`config.mk`:
```
export PLATFORM = sky130hd
export DESIGN_NAME = tick_gen_multi
export DESIGN_NICKNAME = d
export VERILOG_FILES = /design/src/rtl/tick_gen_pkg.sv /design/src/rtl/tick_gen_ch.sv /design/src/rtl/tick_gen_multi.sv
export SDC_FILE = /design/constraint.sdc
export NUM_CORES = 1
export LEC_CHECK = 0
export ABC_AREA = 1
export BUFFER_PORTS_ARGS = -buffer_cell sky130_fd_sc_hd__buf_2
export CELL_PAD_IN_SITES_DETAIL_PLACEMENT = 0
export CELL_PAD_IN_SITES_GLOBAL_PLACEMENT = 1
export CORE_UTILIZATION = 40
export DETAILED_ROUTE_END_ITERATION = 8
export PLACE_DENSITY_LB_ADDON = 0.3
export RECOVER_POWER = 100
export REMOVE_ABC_BUFFERS = 1
export SETUP_SLACK_MARGIN = 0.05
export SLEW_MARGIN = 20
export SYNTH_ARGS = -nofsm -noshare
export SYNTH_HDL_FRONTEND = slang
export SYNTH_SLANG_ARGS = --single-unit
```
`constraint.sdc`:
```
create_clock -name i_clk_50m -period 2.53 [get_ports i_clk_50m]
set_input_delay 0.3795 -clock i_clk_50m [delete_from_list [all_inputs] [get_ports i_clk_50m]]
set_output_delay 0.3795 -clock i_clk_50m [all_outputs]
set_load 0.03 [all_outputs]
```
`src/rtl/tick_gen_pkg.sv`:
```
// Shared constants and the per-channel action type for the tick generator.
// Used by tick_gen_ch and tick_gen_multi; optional square output is controlled by TICK_GEN_SQUARE_EN.
package tick_gen_pkg;

    localparam int CLK_HZ    = 50_000_000;
    localparam int DIV_1HZ   = 50_000_000;
    localparam int DIV_8HZ   = 6_250_000;
    localparam int EV_W_DEF  = 8;
    localparam int CNT_W_DEF = 26;

    // Action taken by a channel on the coming edge; priority resync > pause > count.
    typedef enum logic [1:0] {
        ACT_RESYNC,
        ACT_HOLD,
        ACT_WRAP,
        ACT_STEP
    } ch_act_e;

endpackage

```
`src/rtl/tick_gen_ch.sv`:
```
// One tick channel: phase counter, clamped effective divisor, tick strobe, event counter.
// Square-wave flop exists only when TICK_GEN_SQUARE_EN is defined; otherwise o_sq is tied low.
module tick_gen_ch
    import tick_gen_pkg::*;
#(
    parameter int CNT_W   = CNT_W_DEF,
    parameter int SPEED_W = 2,
    parameter int EV_W    = EV_W_DEF
) (
    input  logic               i_clk_50m,
    input  logic               i_rst,
    input  logic               i_pause,
    input  logic               i_resync,
    input  logic [SPEED_W-1:0] i_speed,
    input  logic [CNT_W-1:0]   i_div,
    output logic               o_tick,
    output logic [EV_W-1:0]    o_ev_cnt,
    output logic               o_sq
);

    logic [CNT_W-1:0] r_cnt;
    logic             r_tick;
    logic [EV_W-1:0]  r_ev_cnt;
    logic [CNT_W-1:0] w_shift;
    logic [CNT_W-1:0] w_eff;
    ch_act_e          w_act;

    always_comb begin
        w_shift = i_div >> i_speed;
        w_eff   = (w_shift == '0) ? CNT_W'(1) : w_shift;
    end

    // Compare with >= so a divisor shrink below the current phase wraps at once.
    always_comb begin
        w_act = ACT_STEP;
        if (i_resync) begin
            w_act = ACT_RESYNC;
        end else if (i_pause) begin
            w_act = ACT_HOLD;
        end else if (r_cnt >= w_eff - CNT_W'(1)) begin
            w_act = ACT_WRAP;
        end
    end

    always_ff @(posedge i_clk_50m or posedge i_rst) begin
        if (i_rst) begin
            r_cnt    <= '0;
            r_tick   <= 1'b0;
            r_ev_cnt <= '0;
        end else begin
            case (w_act)
                ACT_RESYNC: begin
                    r_cnt    <= '0;
                    r_tick   <= 1'b0;
                    r_ev_cnt <= '0;
                end
                ACT_HOLD: begin
                    r_tick   <= 1'b0;
                end
                ACT_WRAP: begin
                    r_cnt    <= '0;
                    r_tick   <= 1'b1;
                    r_ev_cnt <= r_ev_cnt + EV_W'(1);
                end
                ACT_STEP: begin
                    r_cnt    <= r_cnt + CNT_W'(1);
                    r_tick   <= 1'b0;
                end
                default: begin
                    r_tick   <= 1'b0;
                end
            endcase
        end
    end

    assign o_tick   = r_tick;
    assign o_ev_cnt = r_ev_cnt;

`ifdef TICK_GEN_SQUARE_EN
    logic r_sq;

    always_ff @(posedge i_clk_50m or posedge i_rst) begin
        if (i_rst) begin
            r_sq <= 1'b0;
        end else if (w_act == ACT_RESYNC) begin
            r_sq <= 1'b0;
        end else if (w_act == ACT_WRAP) begin
            r_sq <= ~r_sq;
        end
    end

    assign o_sq = r_sq;
`else
    assign o_sq = 1'b0;
`endif

endmodule

```
`src/rtl/tick_gen_multi.sv`:
```
// Multi-channel clock-enable generator: slices packed config/outputs and fans out shared controls.
// Define TICK_GEN_SQUARE_EN to build the per-channel square-wave outputs.
module tick_gen_multi
    import tick_gen_pkg::*;
#(
    parameter int N_CH    = 2,
    parameter int CNT_W   = CNT_W_DEF,
    parameter int SPEED_W = 2,
    parameter int EV_W    = EV_W_DEF
) (
    input  logic                   i_clk_50m,
    input  logic                   i_rst,
    input  logic                   i_pause,
    input  logic                   i_resync,
    input  logic [SPEED_W-1:0]     i_speed,
    input  logic [N_CH*CNT_W-1:0]  i_div_cfg,
    output logic [N_CH-1:0]        o_tick,
    output logic [N_CH*EV_W-1:0]   o_ev_cnt,
    output logic [N_CH-1:0]        o_sq
);

    for (genvar g = 0; g < N_CH; g++) begin : g_ch
        tick_gen_ch #(
            .CNT_W   (CNT_W),
            .SPEED_W (SPEED_W),
            .EV_W    (EV_W)
        ) u_ch (
            .i_clk_50m (i_clk_50m),
            .i_rst     (i_rst),
            .i_pause   (i_pause),
            .i_resync  (i_resync),
            .i_speed   (i_speed),
            .i_div     (i_div_cfg[g*CNT_W +: CNT_W]),
            .o_tick    (o_tick[g]),
            .o_ev_cnt  (o_ev_cnt[g*EV_W +: EV_W]),
            .o_sq      (o_sq[g])
        );
    end

endmodule
```
==> out/metrics.cfg <==
[sta]
finClkSkew_ns=0.00606
hold_slack_ns=0.318
setup_ws_ns=-0.970
fin_crit_sh_pct=138
worst_slew_pin_slew_ns=1.79
finalCriticalPeriod_ns=3.50
rsz0062_at_grt=true
hold_viol=0
finalSetupViolations=70
finalMaxSlewViolations=71
slew_headroom_pct=-19.4
timing.fmax_mhz=286

[place]
io_buffers=75
numPlacedInstances=1728
hpwlAfterDp_um=17900
place_area_um2=9780
gp_congestion=0.899

[worst_setup_path]
crit_path_max_fanout=8
reg2reg_to=g_ch[1].u_ch.r_cnt[3]$_DFFE_PP0P_
end_kind=register
cpMaxStageDelayCell=ha_1
worst-r2r-cell-count=11
crit_arrival_ns=3.77
criticalPathCategory=in -> reg
critical_path.max_stage_delay_ns=0.29
cp.required_ns=2.80
reg2reg_from=g_ch[1].u_ch.r_cnt[15]$_DFFE_PP0P_
cpMostUsedCell=nand2_1
startpoint_type=primary input
rrSetupSlack_ns=0.39

[grt]
gr-usage-all-layers_pct=24.3
grt_pass1_wl_um=40500
overflow=0
grt_pass1_vias=8518
antenna_found_initial=0
grt_max_degree=71

[outcome]
violations=capacitance limit, slew limit, setup timing
status=finished with violations

[synthesis]
synth_flop_cell=dfrtp_1
ys.warnings.count=0
synthArstFlopShare_pct=100
syn-cell-area_um2=8010
synth_cell_type_count=38
syn-instance-count=1270
seq_area_frac_synth_pct=21.9
avgSynthCellArea_um2=6.31
synth_seq_cells=70
synth-edff-count=0

[clock_tree]
clock_path_buffers=2
numCtsBuffers=9
cts_tree=done
cts_sinks=70
htreeDepth=3
cts.clk_slew.worst_paths_ns=0.06
holdBufCountCts=0
clk_latency_ns=0.34
cts-root-buf=clkbuf_16

[detailed_routing]
finalWirelength_um=25100
ant_nets=0
drcViolationCount=0
detail_route.vias_per_cell=5.04
drtIter0Drc=560
wire_per_inst_um=13.8
dr.pass1.iters=5
vias=9160

[floorplan]
start_util_pct=41.0
dieWidth_um=144
io_pins=78
rows=51
die_h_um=144
coreArea_um2=19500
die_area_um2=20600

[power]
powerDensity_nw_per_um2=319
ir_drop_mv=0.310
finalPower_mw=3.72
p_leak_nw=5.75

[cells_and_area]
n_antenna_cell=0
area_delta_synth_final_pct=45.4
final_util_pct=59.7
nFillCells=1860
drive_gt1_share_pct=33.4
multi_input_area_um2=6470
final_nets=1662
regArea_um2=1750
final_cells=1816
finish.instance_area_um2=11700

[hold_path]
hold_path_end=g_ch[1].u_ch.o_tick$_DFF_PP0_
worstHoldStart=i_pause
hold_path_depth=2
hp-class=in -> reg

[flow_run]
max_cap_violations=1

## worst max path at each step
stage,from,end,slack (ns),depth (start not counted)
floorplan,i_speed[1],g_ch[0].u_ch.r_cnt[10]$_DFFE_PP0P_,-1.48,29
global placement,i_speed[0],g_ch[1].u_ch.o_ev_cnt[4]$_DFFE_PP0P_,-1.62,31
detailed placement,i_speed[0],g_ch[1].u_ch.r_cnt[10]$_DFFE_PP0P_,-1.73,31
CTS,i_speed[1],g_ch[1].u_ch.r_cnt[14]$_DFFE_PP0P_,-0.88,32
global route,i_speed[0],g_ch[0].u_ch.r_cnt[22]$_DFFE_PP0P_,-1.17,33
finish,i_speed[0],g_ch[0].u_ch.r_cnt[25]$_DFFE_PP0P_,-0.97,33
## metrics by stage
step | setup WS (ns) | setup TNS, ns
finish | -0.970 | -63.11
global route | -1.17 | -77.96
CTS | -0.876 | -58.11
detailed placement | -1.73 | -108.19
global placement | -1.62 | -102.15
floorplan | -1.48 | -96.75
## critical path, delay by kind of cell
family	cells	cell delay, ns
adder cells (fa/ha/maj)	2	0.43
buffers and inverters	7	0.69
AO/OA/AOI/OAI	2	0.26
AND/OR/NAND/NOR	21	1.86
XOR/XNOR	1	0.14
## placed cells by master (no fill, tap or decap), types with 3 or more instances in the layout
master	count
nand2_1	383
buf_4	194
nand3_1	128
inv_1	79
nand2_2	72
dfrtp_1	70
nor2_1	69
buf_2	55
ha_1	53
xor2_1	51
xnor2_1	37
nand3_2	35
nand4_1	33
nand3b_1	29
nor2_2	23
clkbuf_1	19
nor3_1	18
o21ai_1	18
a21oi_1	17
nor2_4	17
buf_6	17
o21ai_2	16
nor4_1	11
inv_2	10
nand2_4	10
clkbuf_16	10
buf_12	10
o21ai_0	6
nand3_4	6
buf_16	6
a21oi_2	5
ha_4	5
nor3_2	3
inv_8	3
clkinv_2	3
## Yosys cell counts, types with 3 or more instances
cell type / n / area (um^2)
nor2_1: 95 / 357
xnor2_1: 39 / 342
ha_1: 58 / 726
inv_1: 86 / 323
a21oi_1: 21 / 105
inv_2: 7 / 26.3
nand2_1: 450 / 1690
nand3_2: 3 / 30.0
nand2_2: 14 / 87.6
o21ai_0: 35 / 175
nor2_2: 13 / 81.3
nand3b_1: 29 / 218
clkbuf_1: 14 / 52.6
nand3_1: 166 / 831
buf_4: 5 / 37.5
dfrtp_1: 70 / 1750
o21ai_1: 5 / 25.0
nand4_1: 33 / 206
nor4_1: 11 / 68.8
xor2_1: 52 / 455
buf_2: 17 / 85.1
buf_6: 6 / 67.6
nor3_1: 21 / 105
## flip-flops by register name (all words and copies together), names as in the netlist
name,count
g_ch.u_ch.o_ev_cnt,16
g_ch.u_ch.o_tick,2
g_ch.u_ch.r_cnt,52
## where the power goes
| part | total (mW) | switching [mW] | leakage [nW] | internal [mW] |
|---|---|---|---|---|
| logic | 1.41 | 0.756 | 4.65 | 0.659 |
| registers | 1.15 | 0.0153 | 0.973 | 1.13 |
| clock network | 1.16 | 0.498 | 0.128 | 0.660 |
## area by class of cell
class | instances | share of cell area, %
inverters | 94 | 3.20
repair buffers | 305 | 21.0
multi-input cells | 1065 | 55.5
clock buffers | 10 | 1.96
well taps | 265 | 2.84
clock inverters | 6 | 0.333
flip-flops and latches | 70 | 15.0
repair inverters | 1 | 0.0966
## per-layer routing
layer	share of wire [%]	GRT usage, %	vias to the layer above
met5	0	0	-
met4	2.0	7.05	0
met3	4.1	2.17	41
met2	48	41.1	245
met1	46	32.9	4168
li1	-	-	4706
## cell families (layout without fill, tap and decap cells)
| logic type | Yosys count | in the layout | share of synthesized area, % |
|---|---|---|---|
| buffers and inverters | 136 | 416 | 7.46 |
| other | 1 | 2 | 0.0468 |
| DFF | 70 | 70 | 21.9 |
| adders and majority gates | 58 | 58 | 9.06 |
| and+or+nand+nor | 843 | 843 | 46.8 |
| xor gates and xnor gates | 91 | 91 | 9.95 |
| AOI/OAI and AO/OA | 71 | 71 | 4.79 |
## timing repair
| item | in CTS | in global routing |
|---|---|---|
| resized for setup | 126 | 155 |
| setup buffers | 54 | 11 |
| setup endpoints to repair | 70 | 70 |
| cloned | 9 | 1 |
| pin swaps | 53 | 81 |
Power figures use the tool's default switching activity.
